## config.mk

```make
export PLATFORM = sky130hd
export DESIGN_NAME = seq_shifter_flat
export DESIGN_NICKNAME = d
export VERILOG_FILES = /design/src/rtl/seq_shifter_if.sv /design/src/rtl/seq_shifter.sv /design/src/flat_wrapper.sv
export SDC_FILE = /design/constraint.sdc
export NUM_CORES = 1
export LEC_CHECK = 0
export ABC_AREA = 1
export BUFFER_PORTS_ARGS = -buffer_cell sky130_fd_sc_hd__buf_4
export CORE_ASPECT_RATIO = 1.1
export CORE_UTILIZATION = 35
export DETAILED_ROUTE_END_ITERATION = 16
export GPL_TIMING_DRIVEN = 0
export PLACE_DENSITY = 0.54
export SLEW_MARGIN = 20
export SYNTH_ARGS = -nofsm -noshare
export SYNTH_HDL_FRONTEND = slang
export SYNTH_SLANG_ARGS = --single-unit
```

## constraint.sdc

```tcl
create_clock -name clk -period 2.02 [get_ports clk]
set_input_delay 0.202 -clock clk [delete_from_list [all_inputs] [get_ports clk]]
set_output_delay 0.202 -clock clk [all_outputs]
set_load 0.02 [all_outputs]
```

## src/rtl/seq_shifter_if.sv

```systemverilog
// Request/response bundle for seq_shifter: valid/ready request in, valid/ready result out.
interface seq_shifter_if #(
  parameter int WIDTH = 32,
  parameter int SHW   = $clog2(WIDTH)
);
  logic             in_valid;
  logic             in_ready;
  logic [WIDTH-1:0] din;
  logic [SHW-1:0]   shamt;
  logic [1:0]       op;
  logic             out_valid;
  logic             out_ready;
  logic [WIDTH-1:0] dout;
  logic             busy;

  modport master (
    output in_valid, din, shamt, op, out_ready,
    input  in_ready, out_valid, dout, busy
  );

  modport slave (
    input  in_valid, din, shamt, op, out_ready,
    output in_ready, out_valid, dout, busy
  );
endinterface

```

## src/rtl/seq_shifter.sv

```systemverilog
// Sequential shifter, one bit position per clock: SLL/SRL/SRA, plus ROR when
// SEQ_SHF_ROT_EN is defined (otherwise op 11 behaves as SRL).
module seq_shifter #(
  parameter int WIDTH = 32
) (
  input  logic        clk,
  input  logic        rst,
  seq_shifter_if.slave bus
);
  localparam int SHW = $clog2(WIDTH);

  typedef enum logic [1:0] {IDLE, SHIFT, DONE} state_t;

  state_t           state;
  logic [WIDTH-1:0] acc, acc_nxt, dout_q;
  logic [SHW-1:0]   cnt;
  logic [1:0]       opr;
  logic             out_valid_q, busy_q;

  // One-bit step for the latched operation.
  always_comb begin
    acc_nxt = {1'b0, acc[WIDTH-1:1]};
    case (opr)
      2'b00:   acc_nxt = {acc[WIDTH-2:0], 1'b0};
      2'b10:   acc_nxt = {acc[WIDTH-1], acc[WIDTH-1:1]};
`ifdef SEQ_SHF_ROT_EN
      2'b11:   acc_nxt = {acc[0], acc[WIDTH-1:1]};
`endif
      default: ;
    endcase
  end

  always_ff @(posedge clk) begin
    if (rst) begin
      state       <= IDLE;
      acc         <= '0;
      cnt         <= '0;
      opr         <= '0;
      dout_q      <= '0;
      out_valid_q <= 1'b0;
      busy_q      <= 1'b0;
    end else begin
      case (state)
        IDLE: if (bus.in_valid) begin
          acc    <= bus.din;
          cnt    <= bus.shamt;
          opr    <= bus.op;
          busy_q <= 1'b1;
          if (bus.shamt == '0) begin
            state       <= DONE;
            dout_q      <= bus.din;
            out_valid_q <= 1'b1;
          end else begin
            state <= SHIFT;
          end
        end
        SHIFT: begin
          acc <= acc_nxt;
          cnt <= cnt - SHW'(1);
          // Last step: publish the shifted value directly so dout is valid with out_valid.
          if (cnt == SHW'(1)) begin
            state       <= DONE;
            dout_q      <= acc_nxt;
            out_valid_q <= 1'b1;
          end
        end
        DONE: if (bus.out_ready) begin
          state       <= IDLE;
          out_valid_q <= 1'b0;
          busy_q      <= 1'b0;
        end
        default: state <= IDLE;
      endcase
    end
  end

  assign bus.in_ready  = (state == IDLE) && !rst;
  assign bus.out_valid = out_valid_q;
  assign bus.dout      = dout_q;
  assign bus.busy      = busy_q;
endmodule

```

## src/flat_wrapper.sv

```systemverilog
// flat-port wrapper written by rule: the top's interface ports become plain ports
module seq_shifter_flat 
#(
  parameter int WIDTH = 32
)
  (clk, rst, bus_in_valid, bus_din, bus_shamt, bus_op, bus_out_ready, bus_in_ready, bus_out_valid, bus_dout, bus_busy);
  seq_shifter_if #(.WIDTH(WIDTH)) bus_i ();
  input  logic clk;
  input  logic rst;
  input wire logic [$bits(bus_i.in_valid)-1:0] bus_in_valid;
  input wire logic [$bits(bus_i.din)-1:0] bus_din;
  input wire logic [$bits(bus_i.shamt)-1:0] bus_shamt;
  input wire logic [$bits(bus_i.op)-1:0] bus_op;
  input wire logic [$bits(bus_i.out_ready)-1:0] bus_out_ready;
  output wire logic [$bits(bus_i.in_ready)-1:0] bus_in_ready;
  output wire logic [$bits(bus_i.out_valid)-1:0] bus_out_valid;
  output wire logic [$bits(bus_i.dout)-1:0] bus_dout;
  output wire logic [$bits(bus_i.busy)-1:0] bus_busy;
  assign bus_i.in_valid = bus_in_valid;
  assign bus_i.din = bus_din;
  assign bus_i.shamt = bus_shamt;
  assign bus_i.op = bus_op;
  assign bus_i.out_ready = bus_out_ready;
  assign bus_in_ready = bus_i.in_ready;
  assign bus_out_valid = bus_i.out_valid;
  assign bus_dout = bus_i.dout;
  assign bus_busy = bus_i.busy;
  seq_shifter #(.WIDTH(WIDTH)) u_core (.clk(clk), .rst(rst), .bus(bus_i));
endmodule
```

==> impl_metrics.py <==
metrics = {
    "run_status": {
        "status": "finished clean",
    },
    "sta": {
        "rsz0062_at_grt": "no",
        "setup_viol": 0,
        "finalMaxSlewViolations": 0,
        "finalHoldViolations": 0,
        "fin_crit_sh_pct": 89.40,
        "tns_ns": 0,
        "tightest_slew_ns": 0.5767,
        "max_freq_ghz": 0.5537,
        "clock_skew_ns": 0.002894,
        "fin_crit_ns": 1.806,
        "slew_headroom_pct": 61.55,
    },
    "yosys": {
        "synthTopCellsByArea": "dfxtp_1 (39%), nor2_1 (12%), nand2_1 (11%)",
        "syn_nets": 633,
        "synthArstFlopShare_pct": 0,
        "synth.cell_area_sq_um": 3806,
        "synth_edf_count": 0,
        "syn-mean-instance-area_sq_um": 6.506,
        "ys_ff_latch": 75,
        "synthFlopType": "dfxtp_1",
        "synth_cell_types": 24,
        "netlist_instances": 585,
        "synth-seq-area-share_pct": 39.45,
        "yosysTopAreaCell": "dfxtp_1",
        "yosysTopAreaCellShare_pct": 39.45,
        "ys_warn_count": 0,
    },
    "floorplanning": {
        "rows": 39,
        "io_pins": 78,
        "die_area_sq_um": 11300,
        "initial_core_util_pct": 36.28,
        "core_region_area_sq_um": 10490,
        "chipHeight_um": 111.4,
        "die_width_um": 101.4,
    },
    "finish": {
        "final_common_cell": "nor2_1",
        "layout.cells.non_filler": 818,
        "syn_to_final_growth_pct": 26.46,
        "drive_gt1_share_pct": 17.19,
        "diodes": 0,
        "nets": 721,
        "layout_common_cells": "nor2_1 (117), nand2_1 (112), buf_4 (78), inv_1 (77), dfxtp_1 (75)",
    },
    "hold_path": {
        "min_from": "rst",
        "hold_path_class": "in2reg",
        "hold_depth": 2,
        "hold-path-endpoint": "u_core.cnt[3]$_SDFFE_PP0P_",
    },
    "place": {
        "place_congestion": 0.8206,
        "dpl.hpwl_um": 7634,
        "portBuffers": 77,
        "post-place-cells": 805,
    },
    "clocking": {
        "cts_resized": 0,
        "insertion_delay_ns": 0.33,
        "clock_path_buffers": 2,
        "cts_hold_buf": 0,
        "path_clk_slew_ns": 0.05,
        "clock-sinks": 75,
        "tritoncts": "done",
        "cts_setup_buffers": 0,
        "cts_max_level": 3,
        "root_buffer": "clkbuf_16",
        "cts_buffers": 9,
    },
    "setup_path": {
        "reg2reg_depth": 9,
        "cp-end-kind": "flip-flop",
        "cp_cell_sequence": "inv_1 > ha_1 > buf_6 > o21ai_2 > buf_4 > inv_4 > buf_2 > o21bai_1 > inv_1",
        "critical_path_class": "reg2reg",
        "start_kind": "flip-flop",
        "cp_top_family": "buffers and inverters",
        "crit_required_ns": 2.24,
        "crit_top_cell": "inv_1",
        "worstReg2RegEnd": "u_core.acc[9]$_SDFFE_PP0P_",
        "path_buf_inv": 6,
        "arrival_ns": 2.03,
        "cp_slowest_stage_delay_ns": 0.36,
        "cpMaxStageDelayCell": "dfxtp_1",
        "cp_max_fo": 10,
        "r2r_slack_ns": 0.21,
        "r2r_start": "u_core.state[0]$_SDFFE_PP0P_",
    },
    "routing": {
        "drc": 0,
        "ant_nets": 0,
        "routed_wl_um": 10370,
        "drtIter0Drc": 140,
        "vias": 3798,
        "wire_per_inst_um": 12.68,
        "drt-pass1-iter-count": 4,
        "viasPerCell": 4.643,
    },
    "power": {
        "p_total_mw": 8.123,
        "vdd_drop_max_v": 0.0006577,
        "p_per_area_nw_per_um2": 1688,
        "leakage_nw": 2.514,
    },
    "grt": {
        "grt_max_degree": 11,
        "grt_pass1_wl_um": 17040,
        "grt_antenna_before_repair": 0,
        "grt_pass1_vias": 3601,
        "overflow": 0,
        "globalRouteTotalUtil_pct": 19.46,
    },
    "job": {
        "drv_cap": 0,
    },
}
==> worst max path at each step <==
| stage | slack (ns) | startpoint | depth (start not counted) | to |
|---|---|---|---|---|
| 4_1_cts | 0.21 | u_core.state[0]$_SDFFE_PP0P_ | 9 | u_core.acc[24]$_SDFFE_PP0P_ |
| 3_5_place_dp | 0.23 | u_core.state[0]$_SDFFE_PP0P_ | 9 | u_core.acc[9]$_SDFFE_PP0P_ |
| 3_3_place_gp | 0.25 | u_core.state[0]$_SDFFE_PP0P_ | 9 | u_core.acc[22]$_SDFFE_PP0P_ |
| 2_1_floorplan | 0.47 | u_core.state[0]$_SDFFE_PP0P_ | 9 | u_core.acc[22]$_SDFFE_PP0P_ |
| 5_1_grt | 0.02 | u_core.state[1]$_SDFFE_PP0P_ | 8 | u_core.bus.dout[23]$_SDFFE_PP0P_ |
| 6_report | 0.21 | u_core.state[0]$_SDFFE_PP0P_ | 9 | u_core.acc[9]$_SDFFE_PP0P_ |
==> routing by layer <==
| layer | share of wire [%] | up-vias | GRT usage [%] | wire length, um |
|---|---|---|---|---|
| li1 | - | 1991 | - | - |
| met1 | 48 | 1733 | 25.72 | 5017 |
| met2 | 48 | 70 | 31.20 | 4932 |
| met3 | 3.4 | 4 | 2.574 | 353 |
| met4 | 0.67 | 0 | 9.179 | 69 |
| met5 | 0 | - | 0 | 0 |
==> worst register-to-register path, stage by stage (launching register included) <==
cell and delay, ns:
dfxtp_1 0.36, inv_1 0.07, ha_1 0.20, buf_6 0.14, o21ai_2 0.19, buf_4 0.23
inv_4 0.09, buf_2 0.20, o21bai_1 0.17, inv_1 0.05
==> power by group <==
| group | internal [mW] | total [mW] | switching (mW) |
|---|---|---|---|
| logic | 1.57 | 4.22 | 2.65 |
| clock network | 0.846 | 1.43 | 0.580 |
| registers | 2.10 | 2.48 | 0.380 |
| total | 4.51 | 8.12 | 3.61 |
==> logic make-up (layout without fill, tap and decap cells) <==
group / count (synthesis) / count (layout) / share of synthesized area [%]
and+or+nand+nor: 238 / 238 / 23.96
AOI/OAI and AO/OA: 152 / 152 / 22.22
buffers and inverters: 115 / 205 / 12.72
DFF: 75 / 75 / 39.45
adders and majority gates: 5 / 5 / 1.644
==> Yosys cell counts (3+ instances only) <==
master,count
clkbuf_1,11
nand3_1,6
o21ai_1,48
o21ai_0,61
inv_1,77
nor2_1,117
nand2_1,112
buf_2,18
o21bai_1,31
buf_6,3
a21oi_1,10
dfxtp_1,75
ha_1,5
==> cell type report <==
| class | instances | area [sq um] |
|---|---|---|
| fillers | 1146 | 5678 |
| multi-input cells | 395 | 1821 |
| flip-flops and latches | 75 | 1501 |
| repair buffers | 77 | 578.1 |
| inverters | 80 | 302.8 |
| clock buffers | 13 | 250.2 |
| plain buffers | 35 | 181.4 |
| well taps | 143 | 178.9 |
==> registers in the layout, indices dropped and copies added (netlist names) <==
register / cells
u_core.cnt: 5
u_core.state: 2
u_core.acc: 32
u_core.bus.out_valid: 1
u_core.bus.dout: 32
u_core.opr: 2
u_core.bus.busy: 1
==> per-stage QoR <==
step / hold WS [ns] / util [%] / setup WS (ns) / instance area [sq um]
after floorplan: 0.2711 / - / 0.4650 / 3806
after global placement: 0.4391 / 43.49 / 0.2450 / 4563
after detailed placement: 0.4409 / 43.49 / 0.2273 / 4563
after CTS: 0.08779 / 45.88 / 0.2105 / 4813
after global routing: 0.09470 / 45.88 / 0.02183 / 4813
final: 0.09321 / 45.88 / 0.2141 / 4813
No activity file was read; power rests on OpenSTA's default activity.
